--- src/rtl/argmax_pkg.sv ---
// argmax_pkg
// Shared definitions for the argmax streaming block:
//   - state_t      : controller states (ACCUM, EMIT, EMIT_VAL)
//   - LEN_ERR_BIT  : bit position of the length-error flag in the result word
//   - FP32_W       : width of an IEEE-754 single-precision word
//   - fp32_key()   : maps a float32 bit pattern to an unsigned key whose
//                    integer order matches the float order. One consequence
//                    is that -0.0 ranks below +0.0, +NaN ranks above +inf and
//                    -NaN ranks below -inf.
package argmax_pkg;

    typedef enum logic [1:0] {
        ACCUM    = 2'd0,
        EMIT     = 2'd1,
        EMIT_VAL = 2'd2
    } state_t;

    localparam int LEN_ERR_BIT = 31;
    localparam int FP32_W      = 32;

    // Negative numbers are bit-inverted, so a larger magnitude gives a smaller key.
    // Positive numbers get their sign bit set, which lifts them above every negative.
    function automatic logic [FP32_W-1:0] fp32_key(input logic [FP32_W-1:0] x);
        return x[FP32_W-1] ? ~x : (x ^ 32'h8000_0000);
    endfunction

endpackage

--- src/rtl/fp32_max_cmp.sv ---
// fp32_max_cmp
// Combinational float32 "greater than" built on the fp32_key ordering.
// Ports:
//   a      : float32 candidate
//   b      : float32 reference
//   a_gt_b : 1 when key(a) > key(b), unsigned compare (strict, so equal keys give 0)
module fp32_max_cmp
    import argmax_pkg::*;
(
    input  logic [FP32_W-1:0] a,
    input  logic [FP32_W-1:0] b,
    output logic              a_gt_b
);

    assign a_gt_b = (fp32_key(a) > fp32_key(b));

endmodule

--- src/rtl/argmax_stream.sv ---
// argmax_stream
// Consumes a float32 score vector over AXI4-Stream (TLAST ends the vector),
// tracks the running maximum and, one cycle after the TLAST beat, emits a
// result word: bits [IDX_W-1:0] hold the index of the largest element,
// bit 31 flags a vector whose length differs from COLS.
// Optional build macro ARGMAX_EMIT_VALUE_EN: the index word is sent with
// TLAST=0 and is followed by the raw float32 maximum with TLAST=1.
// Ports:
//   clk, rst           : clock, asynchronous active-high reset
//   INPUT_AXIS_*       : score stream in (TDATA, TLAST, TVALID, TREADY)
//   OUTPUT_AXIS_*      : result stream out (TDATA, TLAST, TVALID, TREADY)
module argmax_stream
    import argmax_pkg::*;
#(
    parameter int COLS  = 4,
    parameter int IDX_W = 16
) (
    input  logic              clk,
    input  logic              rst,
    input  logic [FP32_W-1:0] INPUT_AXIS_TDATA,
    input  logic              INPUT_AXIS_TLAST,
    input  logic              INPUT_AXIS_TVALID,
    output logic              INPUT_AXIS_TREADY,
    output logic [FP32_W-1:0] OUTPUT_AXIS_TDATA,
    output logic              OUTPUT_AXIS_TLAST,
    output logic              OUTPUT_AXIS_TVALID,
    input  logic              OUTPUT_AXIS_TREADY
);

    state_t            state;
    logic [IDX_W-1:0]  cnt;
    logic [IDX_W-1:0]  max_idx;
    logic [FP32_W-1:0] max_val;

    logic              beat;
    logic              x_gt_max;
    logic              take_new;
    logic [IDX_W-1:0]  cnt_next;
    logic [IDX_W-1:0]  idx_sel;
    logic              len_err;
    logic [FP32_W-1:0] result_word;

    // Ready is a pure state decode so it never combinationally depends on TVALID.
    assign INPUT_AXIS_TREADY = (state == ACCUM);
    assign beat              = INPUT_AXIS_TVALID && INPUT_AXIS_TREADY;

    fp32_max_cmp u_cmp (
        .a      (INPUT_AXIS_TDATA),
        .b      (max_val),
        .a_gt_b (x_gt_max)
    );

    // Next-count, winner selection and result word for the beat in flight.
    // The TLAST beat itself takes part in the comparison, so the result is
    // assembled from the post-beat values and registered on the same edge.
    always_comb begin
        cnt_next    = (cnt == {IDX_W{1'b1}}) ? cnt : cnt + IDX_W'(1);
        take_new    = (cnt == '0) || x_gt_max;
        idx_sel     = take_new ? cnt : max_idx;
        len_err     = (32'(cnt_next) != 32'(COLS));
        result_word = '0;
        result_word[IDX_W-1:0]   = idx_sel;
        result_word[LEN_ERR_BIT] = len_err;
    end

    always_ff @(posedge clk or posedge rst) begin
        if (rst) begin
            state              <= ACCUM;
            cnt                <= '0;
            max_idx            <= '0;
            max_val            <= '0;
            OUTPUT_AXIS_TDATA  <= '0;
            OUTPUT_AXIS_TLAST  <= 1'b0;
            OUTPUT_AXIS_TVALID <= 1'b0;
        end else begin
            case (state)
                ACCUM: begin
                    if (beat) begin
                        if (take_new) begin
                            max_val <= INPUT_AXIS_TDATA;
                            max_idx <= cnt;
                        end
                        cnt <= cnt_next;
                        if (INPUT_AXIS_TLAST) begin
                            state              <= EMIT;
                            OUTPUT_AXIS_TDATA  <= result_word;
                            OUTPUT_AXIS_TVALID <= 1'b1;
`ifdef ARGMAX_EMIT_VALUE_EN
                            OUTPUT_AXIS_TLAST  <= 1'b0;
`else
                            OUTPUT_AXIS_TLAST  <= 1'b1;
`endif
                        end
                    end
                end

                EMIT: begin
                    if (OUTPUT_AXIS_TREADY) begin
`ifdef ARGMAX_EMIT_VALUE_EN
                        // Index word accepted; follow up with the raw maximum.
                        state             <= EMIT_VAL;
                        OUTPUT_AXIS_TDATA <= max_val;
                        OUTPUT_AXIS_TLAST <= 1'b1;
`else
                        state              <= ACCUM;
                        cnt                <= '0;
                        OUTPUT_AXIS_TDATA  <= '0;
                        OUTPUT_AXIS_TLAST  <= 1'b0;
                        OUTPUT_AXIS_TVALID <= 1'b0;
`endif
                    end
                end

`ifdef ARGMAX_EMIT_VALUE_EN
                EMIT_VAL: begin
                    if (OUTPUT_AXIS_TREADY) begin
                        state              <= ACCUM;
                        cnt                <= '0;
                        OUTPUT_AXIS_TDATA  <= '0;
                        OUTPUT_AXIS_TLAST  <= 1'b0;
                        OUTPUT_AXIS_TVALID <= 1'b0;
                    end
                end
`endif

                default: begin
                    state              <= ACCUM;
                    cnt                <= '0;
                    OUTPUT_AXIS_TVALID <= 1'b0;
                    OUTPUT_AXIS_TLAST  <= 1'b0;
                    OUTPUT_AXIS_TDATA  <= '0;
                end
            endcase
        end
    end

endmodule

--- config.mk ---
export PLATFORM = sky130hd
export DESIGN_NAME = argmax_stream
export DESIGN_NICKNAME = d
export VERILOG_FILES = /design/src/rtl/argmax_pkg.sv /design/src/rtl/fp32_max_cmp.sv /design/src/rtl/argmax_stream.sv
export SDC_FILE = /design/constraint.sdc
export NUM_CORES = 1
export LEC_CHECK = 0
export CORE_ASPECT_RATIO = 0.9
export CORE_UTILIZATION = 56
export DETAILED_ROUTE_END_ITERATION = 8
export PLACE_DENSITY = 0.81
export SETUP_SLACK_MARGIN = 0.5
export SYNTH_ARGS = -nofsm -noshare
export SYNTH_HDL_FRONTEND = slang
export SYNTH_HIERARCHICAL = 1
export SYNTH_SLANG_ARGS = --single-unit
--- constraint.sdc ---
create_clock -name clk -period 4.7 [get_ports clk]
set_clock_uncertainty 0.2 [all_clocks]
set_input_delay 0.47 -clock clk [delete_from_list [all_inputs] [get_ports clk]]
set_output_delay 0.47 -clock clk [all_outputs]
set_load 0.01 [all_outputs]
==> flow_summary_export.csv, run 1 <==
group,metric,value,unit
worst_setup_path,r2r-end,"max_idx[2]",
timing,worstMarginPinSlew,1.034,ns
worst_setup_path,critical_path.max_stage_delay,0.67,ns
timing,fmax,256.6,MHz
clocking,cts_root_buf,"clkbuf_8",
clocking,cts_hold_buffers,0,
synth,avgSynthCellArea,10.61,sq um
clocking,clockBufferDepth,2,
route,drtAntennaViolNets,0,
clocking,worstSkewPairLatency,0.36,ns
route,drc,0,
clocking,numCtsBuffers,9,
final_layout,antenna_cells_inserted,0,
worst_setup_path,start_kind,"register",
global_routing,gr-total-overflow,0,
worst_setup_path,endpoint_kind,"register",
synth,synth.top_cells.by_area,"dfrtp_1 38%, ha_1 7.9%, mux2_2 5.8%, mux2_4 5.5%, xnor2_1 5.5%",
floorplan,initial_core_util,0.5851,
placed_design,place_hpwl,7609,um
clocking,clk_pin_slew,0.08,ns
timing,grt_setup_unrepaired,"no",
synth,synth_compound_gate_area_share,0.08925,
global_routing,track_usage,0.2362,
floorplan,ios,72,
route,viasPerCell,5.774,
floorplan,die-width,105.6,um
worst_setup_path,reg2reg_slack,0.80,ns
synth,synth_simple_gate_area_share,0.1265,
timing,period_share,0.8293,
global_routing,met2_usage,0.3887,
placed_design,routabilityCongestion,0.8660,
worst_setup_path,reg2reg_depth,11,
route,drt_first_pass_iters,4,
timing,layout_min_cycle_time,3.898,ns
timing,maxSlewHeadroom,0.3098,
synth,synth_flop_cell,"dfrtp_1",
synth,seq_area_frac_synth,0.3792,
synth,synth_top_family_by_area,"multiplexers",
floorplan,std_cell_rows,33,
clocking,cts_htree_levels,3,
route,wirelength,10860,um
power,p_leak,2.705,nW
synth,muxShareOfSynthArea,0.1452,
worst_setup_path,worstPathRequired,4.74,ns
route,wl_per_cell,16.25,um
floorplan,die_area,10060,sq um
global_routing,use_met1,0.3168,
clocking,cts_tree,"done",
worst_setup_path,r2r_start,"max_val[31]",
outcome,status,"complete, no violations",
synth,yosys.area_share.adder,0.07861,
global_routing,grt_pass1_vias,3872,
synth,synthXorXnorAreaFrac,0.1068,
timing,setup-tns-final,0,ns
synth,synth_top_area_share,0.3792,
global_routing,grt_pass1_wl,18640,um
synth,ys_seq_elements,82,
synth,synth_edf_count,0,
final_layout,fin_nets,612,
synth,synth_top_area_cell,"dfrtp_1",
route,dr.first_iter.drc_count,259,
timing,drv_slew,0,
floorplan,core_area,9249,sq um
hold_path,hp-class,"reg -> reg",
global_routing,grt_max_degree,59,
worst_setup_path,crit_chain,"buf_4, xnor2_1, ha_1, nand4_2, nor4_2, a21boi_2, o31ai_1, a31oi_1, nand2b_1, and2_4, mux2_2",
clocking,clock-sinks,82,
synth,synthCells,510,
floorplan,die_h,95.26,um
global_routing,grtUsageMet3,0.04443,
global_routing,antenna_found_initial,0,
clocking,cts_setup_buffers,0,
route,vias,3857,
worst_setup_path,crit_type,"reg -> reg",
timing,final-setup-viol-count,0,
final_layout,syn2layout_area_growth,11.93,%
worst_setup_path,critPathSlowestCell,"dfrtp_1",
timing,finalHoldViolations,0,
clocking,post_cts_resized,0,
power,peakVddDrop,413.6,uV
synth,async_flop_share,1.000,
placed_design,dp_slack,0.5476,ns
worst_setup_path,critPathArrivalTime,3.94,ns
synth,ys_types,53,
power,powerDensity,541.8,nW/um^2
synth,yosysWarningCount,6,
placed_design,port_buffers,56,
worst_setup_path,startpoint,"max_val[31]",
worst_setup_path,crit_end,"max_idx[2]",
worst_setup_path,path_max_fanout,48,
timing,worst_slack,0.8021,ns
final_layout,layout-drive-gt1-share,0.1538,
synth,syn_area,5411,sq um
global_routing,grt_busiest_layer,"met2",
run,cap_viol_max_count,0,
## layout by cell type (no fill, tap or decap), drive strengths merged, types with 3 or more instances in the layout
master / netlist / final
xnor2: 34 / 34
mux2: 48 / 48
a21oi: 19 / 19
or3: 3 / 3
a21o: 3 / 3
clkbuf: 16 / 11
dfrtp: 82 / 82
nor4: 4 / 4
nor3: 7 / 7
and3: 6 / 6
nor2: 14 / 14
clkdlybuf4s50: 0 / 55
nand2b: 3 / 3
and4: 5 / 5
nand3: 31 / 31
and2: 6 / 6
a31oi: 8 / 8
mux2i: 17 / 17
conb: 1 / 15
inv: 7 / 7
xor2: 32 / 32
nand2: 15 / 15
buf: 41 / 8
ha: 34 / 34
o21ai: 32 / 32
nand4: 20 / 20
## cells by family (layout without fill, tap and decap cells)
| group | Yosys count | after routing |
|---|---|---|
| xor gates and xnor gates | 66 | 66 |
| adders and majority gates | 34 | 34 |
| and+or+nand+nor | 118 | 118 |
| other | 1 | 15 |
| buffers and inverters | 64 | 86 |
| muxes | 65 | 65 |
| AOI/OAI and AO/OA | 80 | 80 |
| DFF | 82 | 82 |
## state kept, by name, summed over array words and instances, names as in the netlist
register and flops:
max_val 32, OUTPUT_AXIS_TDATA 17, cnt 16, max_idx 16, state 1
## cell type report
| class | instances | area (sq um) |
|---|---|---|
| inverters | 7 | 27.53 |
| flip-flops and latches | 82 | 2052 |
| clock inverters | 5 | 62.56 |
| repair buffers | 63 | 608.1 |
| well taps | 122 | 152.6 |
| clock buffers | 11 | 141.4 |
| multi-input cells | 378 | 3013 |
| fillers | 729 | 3192 |
## synthesized netlist by cell type (all sizes together) (15+ instances only)
cell type	n
a21oi	19
buf	41
clkbuf	16
dfrtp	82
ha	34
mux2	48
mux2i	17
nand2	15
nand3	31
nand4	20
o21ai	32
xnor2	34
xor2	32
## how the worst min path moves through the flow
stage,start,to,slack [ns],cells after the start
2_1_floorplan,max_idx[0],max_idx[0],0.28,1
3_3_place_gp,OUTPUT_AXIS_TDATA[11],OUTPUT_AXIS_TDATA[11],0.28,2
3_5_place_dp,OUTPUT_AXIS_TDATA[11],OUTPUT_AXIS_TDATA[11],0.29,2
4_1_cts,OUTPUT_AXIS_TDATA[11],OUTPUT_AXIS_TDATA[11],0.31,2
5_1_grt,max_idx[12],max_idx[12],0.34,1
6_report,OUTPUT_AXIS_TDATA[6],OUTPUT_AXIS_TDATA[6],0.30,2
## critical path: cells and delay by family, from the launching register on
family,cells,cell delay (ns)
AO/OA/AOI/OAI,3,0.43
XOR/XNOR,1,0.11
adder cells (fa/ha/maj),1,0.33
buffers and inverters,1,0.34
flip-flops,1,0.67
multiplexers,1,0.42
AND/OR/NAND/NOR,4,1.27
## power breakdown
part,internal [mW],switching (mW)
Sequential,0.894,0.174
Combinational,0.895,0.787
Clock,0.263,0.268
Total,2.05,1.23
## through the flow
step | total power [mW] | hold slack (ns) | cell area [sq um] | util | std cells
finish | 3.282 | 0.3025 | 6057 | 0.6549 | 668
global route | 3.537 | 0.3355 | 6057 | 0.6549 | 668
CTS | 3.297 | 0.3074 | 6057 | 0.6549 | 668
detailed placement | 2.750 | 0.2896 | 5853 | 0.6328 | 652
global placement | 2.678 | 0.2836 | 5853 | 0.6328 | 652
floorplan | 2.467 | 0.2799 | 5464 | - | 524
## per-layer routing
layer | part of all wire | up-vias
met5 | 0 | -
met4 | 0.013 | 0
met3 | 0.048 | 15
met2 | 0.47 | 103
li1 | - | 1857
met1 | 0.47 | 1882
(Power assumes the default switching activity.)
==> run 2: changes to the inputs <==
==> constraint.sdc (replaced) <==
create_clock -name clk -period 3.9 [get_ports clk]
set_clock_uncertainty 0.2 [all_clocks]
set_input_delay 0.39 -clock clk [delete_from_list [all_inputs] [get_ports clk]]
set_output_delay 0.39 -clock clk [all_outputs]
set_load 0.01 [all_outputs]
==> flow_summary_export.csv, run 2 (same netlist as run 1, synthesis figures left out) <==
group,metric,value,unit
route,viasPerCell,5.814,
final_layout,fin_nets,617,
clocking,clk_pin_slew,0.10,ns
worst_setup_path,critPathSlowestCell,"dfrtp_2",
power,powerDensity,667.9,nW/um^2
power,seqPwrFrac,0.309,
route,drt_first_pass_iters,5,
worst_setup_path,endpoint_kind,"register",
worst_setup_path,cp_num_buf_inv,2,
final_layout,largest_register,"max_val",
floorplan,die-width,105.6,um
final_layout,layout-drive-gt1-share,0.1706,
placed_design,place_hpwl,7717,um
final_layout,largest_reg_flops,32,
worst_setup_path,crit_type,"reg -> reg",
route,drc,0,
worst_setup_path,crit_chain,"buf_12, xnor2_1, ha_1, a21oi_2, nand2_1, a221o_1, o31ai_2, a31oi_1, nand2b_1, and2_4, clkbuf_16, mux2_4",
placed_design,routabilityCongestion,0.8463,
power,p_leak,2.763,nW
power,p_clk_frac,0.149,
timing,setup-tns-final,0,ns
clocking,cts_hold_buffers,0,
timing,worstMarginPinSlew,0.8476,ns
timing,maxSlewHeadroom,0.4335,
power,p_sw,1.622,mW
timing,final-setup-viol-count,0,
timing,fmax,301.7,MHz
clocking,cts_tree,"done",
power,switching_share,0.3904,
floorplan,die_h,95.26,um
timing,finalHoldViolations,0,
outcome,status,"complete, no violations",
route,wl_per_cell,17.16,um
global_routing,antenna_found_initial,0,
run,cap_viol_max_count,0,
timing,drv_slew,0,
route,dr.first_iter.drc_count,241,
power,combPwrFrac,0.542,
clocking,clock-sinks,82,
timing,period_share,0.8500,
final_layout,reg_top3,"max_val x32, OUTPUT_AXIS_TDATA x17",
floorplan,std_cell_rows,33,
global_routing,grt_pass1_vias,3910,
route,drtAntennaViolNets,0,
timing,layout_min_cycle_time,3.315,ns
final_layout,fill_cells,696,
route,vias,3913,
floorplan,initial_core_util,0.5851,
clocking,cts_htree_levels,3,
worst_setup_path,path_max_fanout,13,
final_layout,syn2layout_area_growth,14.94,%
clocking,clockBufferDepth,2,
worst_setup_path,start_kind,"register",
worst_setup_path,cp_top_family,"compound AO/OA/AOI/OAI gates",
floorplan,die_area,10060,sq um
final_layout,layoutNonFillerInstCount,673,
route,wirelength,11550,um
clocking,cts_root_buf,"clkbuf_8",
clocking,numCtsBuffers,9,
placed_design,place_inst,654,
floorplan,core_area,9249,sq um
worst_setup_path,worstPathRequired,3.95,ns
clocking,worstSkewPairLatency,0.37,ns
final_layout,final_common_cell,"dfrtp_1",
hold_path,hp-class,"in -> async",
final_layout,antenna_cells_inserted,0,
placed_design,port_buffers,56,
floorplan,ios,72,
worst_setup_path,critical_path.max_stage_delay,0.49,ns
power,peakVddDrop,376.2,uV
timing,grt_setup_unrepaired,"yes",
worst_setup_path,critPathArrivalTime,3.37,ns
global_routing,grt_max_degree,56,
final_layout,layout.cells.most_common_list,"81 x dfrtp_1, 55 x clkdlybuf4s50_1, 34 x xnor2_1, 34 x ha_1, 32 x xor2_1",
global_routing,track_usage,0.2427,
global_routing,gr-total-overflow,0,
global_routing,grt_pass1_wl,19310,um
power,internal_power,2.532,mW
==> run 2: what timing repair did <==
action                                 4_1_cts  5_1_grt
setup endpoints to repair                   47       64
endpoints found under the hold margin        0        0
pin swaps                                    0        3
gates cloned                                 0        2
resized for setup                            1        6
setup buffers                                0        1
==> run 2: per-stage QoR <==
stage            util  power, mW  cell area [sq um]  hold slack (ns)  worst slack [ns]
2_1_floorplan       -      2.973               5466           0.2799            0.5077
3_3_place_gp   0.6399      3.284               5918           0.2839            0.3994
3_5_place_dp   0.6399      3.373               5918           0.2897            0.3871
4_1_cts        0.6611      4.010               6115           0.1462            0.5479
5_1_grt        0.6725      4.455               6220           0.1983            0.4847
6_report       0.6725      4.154               6220           0.1476            0.5852
==> run 2: final timing paths <==
path,from,end,slack [ns],cells after the start
min reg2reg,OUTPUT_AXIS_TDATA[0],OUTPUT_AXIS_TDATA[0],0.31,2
max reg2reg,max_val[31],max_val[18],0.59,12
max,max_val[31],max_val[18],0.59,12
min in group clk,OUTPUT_AXIS_TDATA[0],OUTPUT_AXIS_TDATA[0],0.31,2
max in group asynchronous,rst,max_val[31],2.25,3
min,rst,OUTPUT_AXIS_TDATA[8],0.15,2
==> run 2: layer usage <==
layer | up-vias | track usage | routed length (um)
li1 | 1857 | - | -
met1 | 1914 | 0.3313 | 5176
met2 | 125 | 0.3925 | 5482
met3 | 17 | 0.04306 | 738
met4 | 0 | 0.08449 | 151
met5 | - | 0 | 0
==> run 2: cell type report <==
class                      count  area [sq um]  share of cell area
clock buffer                   9         123.9             0.01992
clock inverter                 7         71.32             0.01147
inverter                       7         27.53            0.004426
multi-input combinational    378          3044              0.4894
sequential                    82          2053              0.3301
tap                          122         152.6             0.02454
timing repair buffer          68         747.0              0.1201
==> run 2: power by group through the flow <==
stage,Clock (mW),Combinational (mW),Sequential [mW]
2_1_floorplan,0,1.74,1.23
3_3_place_gp,0,2.00,1.28
3_5_place_dp,0,2.07,1.30
4_1_cts,0.629,2.10,1.28
5_1_grt,0.667,2.47,1.32
6_report,0.618,2.25,1.28
==> run 3: changes to the inputs <==
==> constraint.sdc (replaced) <==
create_clock -name clk -period 3.3 [get_ports clk]
set_clock_uncertainty 0.2 [all_clocks]
set_input_delay 0.33 -clock clk [delete_from_list [all_inputs] [get_ports clk]]
set_output_delay 0.33 -clock clk [all_outputs]
set_load 0.01 [all_outputs]
==> flow_summary_export.csv, run 3 (same netlist as run 1, synthesis figures left out) <==
group,metric,value,unit
hold_path,hp-class,"in -> async",
timing,whs,0.1377,ns
clocking,cts_hold_buffers,0,
final_layout,largest_reg_flops,32,
power,p_leak,2.847,nW
final_layout,largest_register,"max_val",
placed_design,port_buffers,56,
placed_design,placed_cell_area,6016,sq um
clocking,clockBufferDepth,2,
clocking,cts_htree_levels,3,
route,wl_per_cell,17.51,um
placed_design,dp_slack,-0.1060,ns
floorplan,initial_core_util,0.5851,
global_routing,grt_max_degree,51,
floorplan,ios,72,
global_routing,gr-total-overflow,0,
worst_setup_path,worstPathRequired,3.35,ns
timing,drv_slew,0,
global_routing,grt_pass1_vias,3985,
route,drt_first_pass_iters,4,
worst_setup_path,path_max_fanout,17,
timing,final-setup-viol-count,0,
timing,setup-tns-final,0,ns
power,powerDensity,832.3,nW/um^2
global_routing,antenna_found_initial,0,
route,dr.first_iter.drc_count,222,
final_layout,stdcell_area,6464,sq um
route,viasPerCell,5.892,
route,drtAntennaViolNets,0,
floorplan,std_cell_rows,33,
route,wirelength,12130,um
final_layout,fill_cells,687,
worst_setup_path,start_kind,"register",
final_layout,reg_top3,"max_val x32, OUTPUT_AXIS_TDATA x17",
timing,finalHoldViolations,0,
final_layout,layout.cells.most_common_list,"81 x dfrtp_1, 55 x clkdlybuf4s50_1, 34 x ha_1",
global_routing,track_usage,0.2497,
route,drc,0,
outcome,status,"complete, no violations",
final_layout,layout-drive-gt1-share,0.2172,
clocking,cts_tree,"done",
worst_setup_path,crit_type,"reg -> reg",
floorplan,die_area,10060,sq um
final_layout,antenna_cells_inserted,0,
floorplan,die-width,105.6,um
clocking,clock-sinks,82,
final_layout,final_common_cell,"dfrtp_1",
placed_design,place_hpwl,8112,um
timing,worstMarginPinSlew,0.6605,ns
worst_setup_path,endpoint_kind,"register",
timing,grt_setup_unrepaired,"yes",
timing,maxSlewHeadroom,0.5587,
power,peakVddDrop,563.7,uV
timing,fmax,306.5,MHz
global_routing,grt_pass1_wl,19690,um
run,cap_viol_max_count,0,
power,finalPower,5.380,mW
clocking,clk_pin_slew,0.08,ns
timing,layout_min_cycle_time,3.263,ns
timing,period_share,0.9888,
clocking,numCtsBuffers,9,
floorplan,die_h,95.26,um
clocking,cts_root_buf,"clkbuf_8",
route,vias,4083,
floorplan,core_area,9249,sq um
clocking,worstSkewPairLatency,0.36,ns
timing,worst_slack,0.03700,ns
placed_design,routabilityCongestion,0.8984,
final_layout,fin_nets,637,
worst_setup_path,critPathArrivalTime,3.31,ns
final_layout,syn2layout_area_growth,19.45,%
==> run 3: what timing repair did <==
action / in CTS / in global routing
gates resized for setup: 1 / 38
cloned: 0 / 1
setup buffers: 0 / 14
pin swaps: 1 / 0
setup endpoints to repair: 64 / 64
==> run 3: path summary, 6_finish.rpt <==
kind                                         end  slack [ns]                  start  cells after the start
min                                  max_val[30]        0.14                    rst                      2
min in group clk                     max_val[31]        0.27   INPUT_AXIS_TDATA[31]                      3
max in group asynchronous            max_idx[12]        2.08                    rst                      3
max                                  max_idx[14]        0.04            max_val[31]                     12
min reg2reg                OUTPUT_AXIS_TDATA[11]        0.31  OUTPUT_AXIS_TDATA[11]                      2
max reg2reg                          max_idx[14]        0.04            max_val[31]                     12
==> run 3: worst max-delay path, cell delays in order (launching register included) <==
cell	delay, ns
dfrtp_2	0.45
buf_12	0.18
xnor2_1	0.14
ha_1	0.34
nand4_4	0.13
nor4_4	0.29
a21boi_2	0.21
o31ai_2	0.08
a31oi_1	0.20
nand2b_4	0.18
and2_4	0.23
buf_12	0.18
mux2_2	0.35
==> run 3: per-stage QoR <==
stage / utilization / instances
after floorplan: - / 524
after global placement: 0.6504 / 662
after detailed placement: 0.6504 / 662
after CTS: 0.6710 / 678
after global routing: 0.6989 / 693
final: 0.6989 / 693
==> run 3: area by class of cell <==
class                   instances  area [sq um]  area share
multi-input cells             378          3136      0.4851
clock inverters                 5         40.04    0.006194
flip-flops and latches         82          2053      0.3177
repair buffers                 88         913.4      0.1413
clock buffers                  11         141.4     0.02187
inverters                       7         27.53    0.004259
well taps                     122         152.6     0.02362
==> run 3: power by group <==
group          internal (mW)  switching, mW  leakage (nW)
logic                   1.77           1.41          1.71
clock network          0.296          0.379        0.0818
registers               1.28          0.248          1.06
total                   3.34           2.04          2.85
==> run 3: routing by layer <==
layer / up-vias / routed length [um] / track usage
li1: 1907 / - / -
met2: 136 / 5818 / 0.4161
met5: - / 0 / 0
met4: 0 / 135 / 0.07060
met3: 15 / 586 / 0.03964
met1: 2025 / 5591 / 0.3410
